<file path="src/rtl/tty_char_fetch.sv">
// Sweeps the on-chip character RAM once per frame in row-major order, applying a
// row scroll offset, and streams each character with its screen position downstream.
module tty_char_fetch #(
    parameter int COLS      = 40,
    parameter int ROWS      = 30,
    parameter int BASE_ADDR = 0,
    parameter int ADDR_W    = 16
) (
    input  logic              clk_clk,
    input  logic              reset_reset_n,
    input  logic              frame_start,
    input  logic [4:0]        scroll_row,
    output logic              busy,
    output logic [ADDR_W-1:0] ram1_address,
    output logic              ram1_chipselect,
    output logic              ram1_clken,
    output logic              ram1_write,
    output logic [7:0]        ram1_writedata,
    input  logic [7:0]        ram1_readdata,
    output logic              ch_valid,
    input  logic              ch_ready,
    output logic [7:0]        ch_code,
    output logic [5:0]        ch_col,
    output logic [4:0]        ch_row,
    output logic              ch_last
);

    typedef enum logic [1:0] {
        ST_IDLE,
        ST_FETCH,
        ST_DRAIN
    } state_t;

    typedef struct packed {
        logic       last;
        logic [4:0] row;
        logic [5:0] col;
        logic [7:0] code;
    } entry_t;

    state_t     state, state_next;
    logic [5:0] col_q;
    logic [4:0] row_q;
    logic [4:0] scroll_q;

    logic       inflight;
    logic [5:0] inflight_col;
    logic [4:0] inflight_row;
    logic       inflight_last;

    entry_t     fifo_mem [2];
    logic       wr_ptr;
    logic       rd_ptr;
    logic [1:0] fifo_count;

    logic       issue;
    logic       push;
    logic       pop;
    logic       at_end;
    logic [1:0] occ_after_pop;
    logic [5:0] row_sum;
    logic [5:0] rot_row;
    logic [ADDR_W-1:0] issue_addr;
    entry_t     head;

    assign ch_valid = (fifo_count != 2'd0);
    assign pop      = ch_valid & ch_ready;
    assign push     = inflight;
    assign at_end   = (col_q == 6'(COLS - 1)) && (row_q == 5'(ROWS - 1));

    // The slot freed by this cycle's pop can be refilled by a new issue, which keeps
    // one character per cycle flowing while never exceeding two outstanding entries.
    assign occ_after_pop = fifo_count - 2'(pop) + 2'(inflight);

    assign row_sum    = {1'b0, row_q} + {1'b0, scroll_q};
    assign rot_row    = (row_sum >= 6'(ROWS)) ? row_sum - 6'(ROWS) : row_sum;
    assign issue_addr = ADDR_W'(BASE_ADDR) + ADDR_W'(rot_row) * ADDR_W'(COLS) + ADDR_W'(col_q);

    always_comb begin
        state_next = state;
        issue      = 1'b0;
        case (state)
            ST_IDLE: begin
                if (frame_start) begin
                    state_next = ST_FETCH;
                end
            end
            ST_FETCH: begin
                if (occ_after_pop < 2'd2) begin
                    issue = 1'b1;
                    if (at_end) begin
                        state_next = ST_DRAIN;
                    end
                end
            end
            ST_DRAIN: begin
                if (!inflight && (fifo_count - 2'(pop)) == 2'd0) begin
                    state_next = ST_IDLE;
                end
            end
            default: state_next = ST_IDLE;
        endcase
    end

    always_ff @(posedge clk_clk or negedge reset_reset_n) begin
        if (!reset_reset_n) begin
            state    <= ST_IDLE;
            col_q    <= '0;
            row_q    <= '0;
            scroll_q <= '0;
        end else begin
            state <= state_next;
            if (state == ST_IDLE && frame_start) begin
                scroll_q <= (32'(scroll_row) >= ROWS) ? 5'd0 : scroll_row;
                col_q    <= '0;
                row_q    <= '0;
            end else if (issue) begin
                if (col_q == 6'(COLS - 1)) begin
                    col_q <= '0;
                    row_q <= row_q + 5'd1;
                end else begin
                    col_q <= col_q + 6'd1;
                end
            end
        end
    end

    // Position tags travel alongside the RAM read so they meet the data one cycle later.
    always_ff @(posedge clk_clk or negedge reset_reset_n) begin
        if (!reset_reset_n) begin
            inflight      <= 1'b0;
            inflight_col  <= '0;
            inflight_row  <= '0;
            inflight_last <= 1'b0;
        end else begin
            inflight <= issue;
            if (issue) begin
                inflight_col  <= col_q;
                inflight_row  <= row_q;
                inflight_last <= at_end;
            end
        end
    end

    always_ff @(posedge clk_clk or negedge reset_reset_n) begin
        if (!reset_reset_n) begin
            fifo_mem[0] <= '0;
            fifo_mem[1] <= '0;
            wr_ptr      <= 1'b0;
            rd_ptr      <= 1'b0;
            fifo_count  <= '0;
        end else begin
            if (push) begin
                fifo_mem[wr_ptr] <= '{last: inflight_last, row: inflight_row,
                                      col: inflight_col, code: ram1_readdata};
                wr_ptr <= ~wr_ptr;
            end
            if (pop) begin
                rd_ptr <= ~rd_ptr;
            end
            fifo_count <= fifo_count + 2'(push) - 2'(pop);
        end
    end

    assign head = fifo_mem[rd_ptr];

    assign busy            = (state != ST_IDLE);
    assign ram1_chipselect = issue;
    assign ram1_clken      = issue;
    assign ram1_address    = issue ? issue_addr : '0;
    assign ram1_write      = 1'b0;
    assign ram1_writedata  = 8'd0;

    assign ch_code = ch_valid ? head.code : 8'd0;
    assign ch_col  = ch_valid ? head.col  : 6'd0;
    assign ch_row  = ch_valid ? head.row  : 5'd0;
    assign ch_last = ch_valid ? head.last : 1'b0;

endmodule

</file>
<file path="config.mk">
export PLATFORM = sky130hd
export DESIGN_NAME = tty_char_fetch
export DESIGN_NICKNAME = d
export VERILOG_FILES = /design/src/rtl/tty_char_fetch.sv
export SDC_FILE = /design/constraint.sdc
export NUM_CORES = 1
export LEC_CHECK = 0
export CAP_MARGIN = 20
export CORE_MARGIN = 4
export CORE_UTILIZATION = 49
export DETAILED_ROUTE_END_ITERATION = 6
export PLACE_DENSITY = 0.85
export SYNTH_ARGS = -nofsm -noshare
export SYNTH_HDL_FRONTEND = slang
export SYNTH_SLANG_ARGS = --single-unit
</file>
<file path="constraint.sdc">
create_clock -name clk_clk -period 4.82 [get_ports clk_clk]
set_input_delay 0.723 -clock clk_clk [delete_from_list [all_inputs] [get_ports clk_clk]]
set_output_delay 0.723 -clock clk_clk [all_outputs]
set_load 0.05 [all_outputs]
</file>
Yosys cells after proc, flatten, opt, wreduce, memory -nomap -nowiden
Index checks and enable logic that the tools add are counted.

operators by class
  add/subtract/negate cells = 9
  $mul = 1
  divide/modulo/power cells = 0
  $lt $le $gt $ge = 6
  equality and inequality tests = 8
  shift-type cells = 0
  muxes and demuxes = 26
  bitwise gates (word level) = 5
  reduce and logical (&&, ||, !) cells = 13

operators with widths
  kind                                                  number
  two-way mux 20 bit                                    4
  bitwise mux 40 bit                                    1
  two-way mux 6 bit                                     5
  two-way mux 5 bit                                     5
  demux 20 bit (select 1 bit)                           1
  adder 12 x 6 -> 13 bit                                1
  two-way mux 13 bit                                    1
  multiplier 6 x 3 -> 9 bit (second input constant)     1
  two-way mux 2 bit                                     4
  two-way mux 8 bit                                     1
  inequality test 2 bit (second input constant)         4
  nonzero test 2 bit                                    4
  adder 5 x 5 -> 6 bit                                  1
  adder 6 x 1 -> 6 bit (second input constant)          1
  equality test 6 bit (second input constant)           1
  >= comparator 6 x 5 -> 1 bit (second input constant)  1
  one-hot mux 2 bit (3 select lines)                    1
  subtractor 6 x 5 -> 6 bit (second input constant)     1
  adder 5 x 1 -> 5 bit (second input constant)          1
  equality test 5 bit (second input constant)           1
  >= comparator 5 bit (second input constant)           1
  adder 2 x 1 -> 2 bit                                  2
  >= comparator 2 bit (second input constant)           2
  logical AND 1 bit                                     4
  other kinds (13)                                      19

word-level totals
  register bits = 75
  latch bits = 0
  RAM bits = 0
  bits in read-only memories = 0
  input port bits = 17
  output and inout bits = 49
  word-level logic and storage cells = 87
  memories kept = 0

Depth between registers and ports, before layout
Gate-level depths: netlist (run 1).

  word-level depth = 9
  gate-level depth with buffers = 19
  depth with buffers taken out = 19

Worst setup path after synthesis (run 1)
OpenSTA, ideal clock, no wires.

  kind = register -> output
  start point = reg row_q[0]
  end point = out ram1_address[10]
  arrival time = 5012 ps
  setup slack = -915 ps
  cell stages (with the launch flop) = 17
  cells stage by stage = dfrtp_1 > ha_1 > inv_1 > fa_1 > nor2b_1 > o22a_1 > xor2_1 > a311oi_1 > or3_1 > ha_1 > ha_1 > inv_1 > fa_1 > or3_1 > or4_1 > a21o_1 > mux2i_1

between the ends
  word-level cells in the longest chain between the ends = 6

RTL lines
  what                                                                       RTL line  text
  from (decl)                                                                43        logic [4:0] row_q;
  from (signal assigned)                                                     120       row_q <= row_q + 5'd1;
  adder 5 x 5 -> 6 bit *                                                     75        assign row_sum = {1'b0, row_q} + {1'b0, scroll_q};
  subtractor 6 x 5 -> 6 bit or >= comparator 6 x 5 -> 1 bit (tied branches)  76        assign rot_row = (row_sum >= 6'(ROWS)) ? row_sum - 6'(ROWS) : row_sum;
  two-way mux 6 bit *                                                        76
  multiplier 6 x 3 -> 9 bit *                                                77        assign issue_addr = ADDR_W'(BASE_ADDR) + ADDR_W'(rot_row) * ADDR_W'(COLS) + ADDR_W'(col_q);
  adder 12 x 6 -> 13 bit *                                                   77
  two-way mux 13 bit *                                                       170       assign ram1_address = issue ? issue_addr : '0;
  to (decl)                                                                  14        output logic [ADDR_W-1:0] ram1_address,

Mark *: on every way between the ends. The rest lies on a longest branch, timed or not.

Worst setup path in the final report (run 1)
  start point = reg row_q[1]
  end point = out ram1_address[10]

Same word-level chain as after synthesis.

==> impl_metrics.tcl, run 1 <==
set metrics [dict create \
    synth_seq_cells 75 \
    required_ns 4.10 \
    endpoint_kind "primary output" \
    pre_cts_ws_ns -0.264 \
    core_area_um2 8340 \
    drc 0 \
    area_growth_pct 35.2 \
    cts_max_level 3 \
    fin_crit_ns 5.41 \
    drv_slew 0 \
    seq_area_frac_synth_pct 44.1 \
    netlist_area_um2 4250 \
    fmax_ghz 0.185 \
    path_buf_inv 3 \
    seq_area_um2 1880 \
    cts_buffers 9 \
    cts_buffer_depth 2 \
    grt_pass1_vias 3393 \
    ys_types 50 \
    finish.utilization_pct 68.9 \
    power.density_nw_per_um2 785 \
    worst_path_max_delay_cell "or4_4" \
    syn-mean-instance-area_um2 10.4 \
    fin_area_um2 5750 \
    fin_cells 616 \
    die_x_um 101 \
    grt_usage_pct 19.6 \
    cts_root_buf "clkbuf_8" \
    overflow 0 \
    synth_edf_count 0 \
    synth_xor_area_share_pct 4.09 \
    synth_top_family_by_area "multiplexers" \
    pin_count 66 \
    violations "setup timing" \
    irDropWorstVdd_mv 0.913 \
    status "finished with violations" \
    period_share_pct 112 \
    switching_share_pct 46.3 \
    antenna_cells 0 \
    layout_commonest_cell "dfrtp_1" \
    wirelength_mm 9.91 \
    critical_path.max_fanout 5 \
    grt_max_degree 60 \
    cp.arrival_ns 4.69 \
    clk_pin_slew_ns 0.08 \
    synthMuxAreaShare_pct 16.5 \
    start_kind "register" \
    rsz0062_at_grt "true" \
    drt_iter0_drc 235 \
    clkPwrFrac_pct 13.3 \
    synthFlopType "dfrtp_1" \
    slowest_delay_ns 0.43 \
    place_area_um2 5260 \
    nNetsFinal 546 \
    gp_congestion 0.827 \
    multi_input_area_um2 2350 \
    numPortBuffers 52 \
    antenna_left 0 \
    leakage_nw 2.76 \
    synth-async-reset-ratio_pct 100 \
    synth_compound_area_share_pct 7.77 \
    maxCapViolCount 0 \
    insertion_delay_ns 0.36 \
    slew-limit-headroom_pct 26.1 \
    yosys.area_share.simple_pct 14.6 \
    synth_cells 408 \
    vias 3300 \
    first_pass_iters 4 \
    antenna_found_initial 0 \
    start_util_pct 51.0 \
    die-area_um2 10200 \
    grt_first_pass_wirelength_mm 15.9 \
    wl_per_cell_um 16.1 \
    cts_tree "built" \
    synth_warnings 0 \
    power_switching_mw 2.09 \
    power.internal_mw 2.42 \
    placementRows 33 \
    hold_class "primary input to asynchronous set/reset pin" \
    hpwlAfterDp_mm 6.73 \
    yosys.area_share.adder_pct 7.30 \
    cts_sinks 75 \
    tightest_slew_ns 1.10 \
    comb_power_share_pct 64.3 \
    drive_gt1_share_pct 31.5 \
    finalSetupViolCount 4 \
    ctsHoldBuffers 0 \
    placed_cells 584 \
    dieHeight_um 101 \
    layout_common_cells "dfrtp_1, buf_4, nor2_1, mux2_2, nand2_1" \
    critical_path.top_delay_family "compound AO/OA/AOI/OAI gates" \
    critPathKind "register to primary output" \
    finalHoldViolCount 0 \
    vias_per_cell 5.36 \
    fillers 572 \
    fin_skew_ns 0.0158 \
    postLayoutSetupSlackWorst_ns -0.593 \
    seqPwrFrac_pct 22.3 \
    crit_chain "ha_1 > a21o_1 > a21oi_1 > xor2_2 > nor2_1 > buf_4 > a21oi_1 > o22a_1 > ha_1 > ha_4 > inv_2 > fa_2 > xor2_1 > or3_1 > or4_4 > a21o_1 > mux2i_4 > buf_12" \
]
[metrics by stage]
stage	total power, mW	TNS, ns	hold WS (ns)
2_1_floorplan	2.81	-0.327	0.427
3_3_place_gp	3.75	-0.196	0.475
3_5_place_dp	3.83	-0.264	0.491
4_1_cts	4.49	-1.49	0.272
5_1_grt	4.74	-2.41	0.295
6_report	4.51	-1.51	0.274
[per-layer routing]
layer,wire length (µm),global-route usage (%),part of all wire [%]
met5,0,0,0
met4,222,5.62,2.2
met3,428,4.75,4.3
met2,4920,33.6,50
met1,4340,24.7,44
[area by class of cell]
type	instances	share of cell area (%)
Inverter	17	1.11
Sequential cell	75	32.6
Clock buffer	11	2.46
Timing Repair Buffer	106	18.8
Clock inverter	5	1.87
Multi-Input combinational cell	297	40.8
Tap cell	105	2.28
[power groups by stage]
stage | Sequential (mW) | Combinational, mW | Clock, mW
3_3_place_gp | 1.02 | 2.73 | 0
6_report | 1.01 | 2.90 | 0.601
2_1_floorplan | 0.951 | 1.85 | 0
4_1_cts | 1.03 | 2.85 | 0.609
5_1_grt | 1.04 | 3.08 | 0.632
3_5_place_dp | 1.04 | 2.79 | 0
[path summary, 6_finish.rpt]
kind / endpoint / slack (ns) / cells after the start / from
setup / recovery: ram1_address[10] / -0.59 / 18 / row_q[1]
hold / removal: fifo_mem[23] / 0.27 / 1 / reset_reset_n
min in group clk_clk: inflight_last / 0.51 / 2 / inflight_last
max in group asynchronous: fifo_mem[5] / 3.48 / 2 / reset_reset_n
hold reg to reg: inflight_last / 0.51 / 2 / inflight_last
setup reg to reg: col_q[4] / 1.84 / 11 / fifo_count[1]
[synth_stat cells (2+ instances only)]
master / count / area (µm²)
inv_2: 2 / 7.51
nand3b_1: 3 / 22.5
a211o_1: 2 / 17.5
o22a_1: 2 / 17.5
xor2_1: 10 / 87.6
xnor2_1: 8 / 70.1
clkbuf_1: 12 / 45.0
dfrtp_1: 75 / 1880
nand4_1: 5 / 31.3
mux2i_1: 23 / 230
ha_1: 20 / 250
nor3_1: 5 / 25.0
or2_2: 3 / 18.8
mux2_2: 40 / 450
a21o_1: 10 / 75.1
nand3_1: 8 / 40.0
o21ai_0: 9 / 45.0
buf_1: 4 / 15.0
a21oi_1: 7 / 35.0
or3_1: 2 / 12.5
buf_4: 14 / 105
nor2_1: 44 / 165
and2_1: 6 / 37.5
nand2_1: 40 / 150
nor2b_1: 8 / 50.1
inv_1: 15 / 56.3
fa_1: 3 / 60.1
a22o_1: 4 / 35.0
a311oi_1: 3 / 26.3
[logic make-up (layout without fill, tap and decap cells)]
kind of cell    count (synthesis)  count (layout)
xor+xnor                       19              19
simple gates                  132             132
fa+ha+maj                      23              23
flops                          75              75
other cells                     1              13
mux                            64              64
buf+inv                        48             139
compound gates                 46              46
[flip-flops by register name, indices dropped and copies added, names as in the netlist]
name and count:
inflight 1, fifo_mem 40, rd_ptr 1, row_q 5
inflight_col 6, col_q 6, scroll_q 5, wr_ptr 1
fifo_count 2, state 2, inflight_last 1, inflight_row 5
[timing repair]
item                                   CTS  global route
setup endpoints to repair                4             5
setup buffers                            9             6
gates resized for setup                 17            10
endpoints found under the hold margin    0             0
gates cloned                             0             0
pin swaps                                8             8
No activity file was read; power rests on OpenSTA's default activity.
==> run 2, diff against run 1 <==
- CORE_UTILIZATION: 49 -> 35
- PLACE_DENSITY: 0.85 -> 0.66
==> impl_metrics.tcl, run 2 (synthesis gave the netlist of run 1 again) <==
set metrics [dict create \
    start_kind "register" \
    fin_hold_ws_ns 0.357 \
    violations "setup timing" \
    status "finished with violations" \
    die-area_um2 14000 \
    layout_common_cells "dfrtp_1, buf_4, nor2_1, mux2_2, nand2_1" \
    critPathKind "register to primary output" \
    placementRows 39 \
    start_util_pct 36.5 \
    cts_root_buf "clkbuf_16" \
    fin_skew_ns 0.00481 \
    area_growth_pct 38.0 \
    die_x_um 118 \
    finalHoldViolCount 0 \
    wirelength_mm 9.31 \
    largest_register_ff_count 40 \
    postLayoutSetupSlackWorst_ns -0.484 \
    wl_per_cell_um 14.2 \
    required_ns 4.10 \
    layout_commonest_cell "dfrtp_1" \
    first_pass_iters 4 \
    fin_area_um2 5870 \
    pin_count 66 \
    dieHeight_um 118 \
    grt_first_pass_wirelength_mm 16.0 \
    clk_pin_slew_ns 0.06 \
    rrSetupSlack_ns 1.90 \
    regMostFlops "fifo_mem" \
    worstReg2RegEnd "col_q[4]" \
    cts_buffers 9 \
    gp_congestion 0.868 \
    finalSetupViolCount 3 \
    cts_max_level 3 \
    overflow 0 \
    fin_cells 655 \
    reg2reg_depth 11 \
    drive_gt1_share_pct 33.0 \
    nNetsFinal 547 \
    placed_cells 622 \
    core_area_um2 11700 \
    drc 0 \
    grt_max_degree 50 \
    fmax_ghz 0.189 \
    maxCapViolCount 0 \
    antenna_cells 0 \
    rr_startpoint "fifo_count[1]" \
    vias_per_cell 4.84 \
    cp.arrival_ns 4.58 \
    place_area_um2 5310 \
    cts_sinks 75 \
    irDropWorstVdd_mv 0.431 \
    hold_class "primary input to asynchronous set/reset pin" \
    slew-limit-headroom_pct 38.8 \
    critical_path.max_fanout 2 \
    grt_pass1_vias 3296 \
    fillers 1032 \
    period_share_pct 110 \
    cts_buffer_depth 2 \
    drt_iter0_drc 117 \
    leakage_nw 2.79 \
    ctsHoldBuffers 0 \
    endpoint_kind "primary output" \
    finish.utilization_pct 50.3 \
    top_regs "fifo_mem (40), col_q (6), inflight_col (6)" \
    vias 3167 \
    tightest_slew_ns 0.915 \
    insertion_delay_ns 0.33 \
    power.density_nw_per_um2 770 \
    rsz0062_at_grt "true" \
    pre_cts_ws_ns -0.300 \
    antenna_found_initial 0 \
    hpwlAfterDp_mm 6.55 \
    fin_crit_ns 5.30 \
    grt_usage_pct 13.7 \
    antenna_left 0 \
    drv_slew 0 \
    numPortBuffers 52 \
    cts_tree "built" \
]
[run 2: cell count changes in the layout (fill, tap and decap cells not counted), moves of 2 or more]
cell / change
a21oi_1: -3
clkinv_4: +2
bufinv_16: -2
clkbuf_8: -9
clkbuf_16: +9
buf_4: +5
a21oi_2: +3
buf_6: -4
[run 2: area by class of cell]
class	count	area, µm²	share of cell area [%]
clock buffers	11	243	4.14
inverters	17	63.8	1.09
well taps	143	179	3.05
repair buffers	107	1080	18.5
multi-input cells	297	2360	40.2
clock inverters	5	61.3	1.04
flip-flops and latches	75	1880	32.0
[run 2: metrics by stage]
stage | power, mW | TNS (ns)
finish | 4.52 | -0.787
global route | 4.79 | -1.47
CTS | 4.54 | -0.840
detailed placement | 3.80 | -0.313
global placement | 3.73 | -0.207
floorplan | 2.81 | -0.327
[run 2: where the power goes]
part	leakage, nW	switching, mW	total (mW)	internal [mW]
clock	0.150	0.259	0.677	0.418
sequential	0.948	0.157	1.00	0.845
combinational	1.69	1.65	2.84	1.18
[run 2: worst max path at each step]
stage	from	end	slack [ns]	depth (start not counted)
finish	row_q[0]	ram1_address[10]	-0.48	17
global placement	scroll_q[0]	ram1_address[10]	-0.21	17
CTS	row_q[0]	ram1_address[10]	-0.62	18
floorplan	row_q[0]	ram1_address[10]	-0.33	16
detailed placement	row_q[0]	ram1_address[10]	-0.30	17
global route	row_q[0]	ram1_address[10]	-0.68	18
[run 2: critical path, stage by stage, from the launching register on]
cell     delay (ns)
dfrtp_1        0.36
ha_2           0.20
inv_2          0.04
fa_2           0.54
inv_2          0.04
ha_2           0.17
buf_4          0.13
or4_4          0.48
or3_4          0.35
inv_2          0.06
nor2_1         0.04
ha_1           0.35
xor2_2         0.19
or3_4          0.37
or4_4          0.43
a21o_1         0.19
mux2i_4        0.16
buf_12         0.16
[run 2: layer usage]
metal	track usage, %	vias to the layer above	wire length [µm]
li1	-	1582	-
met1	17.1	1520	4260
met2	23.8	61	4590
met3	3.92	4	405
met4	2.93	0	55
met5	0	-	0
[run 2: what timing repair did]
action | 4_1_cts | 5_1_grt
setup buffers | 10 | 7
hold endpoints to repair | 0 | 0
endpoints found under the setup margin | 4 | 5
gates resized for setup | 19 | 8
pin swaps | 17 | 16
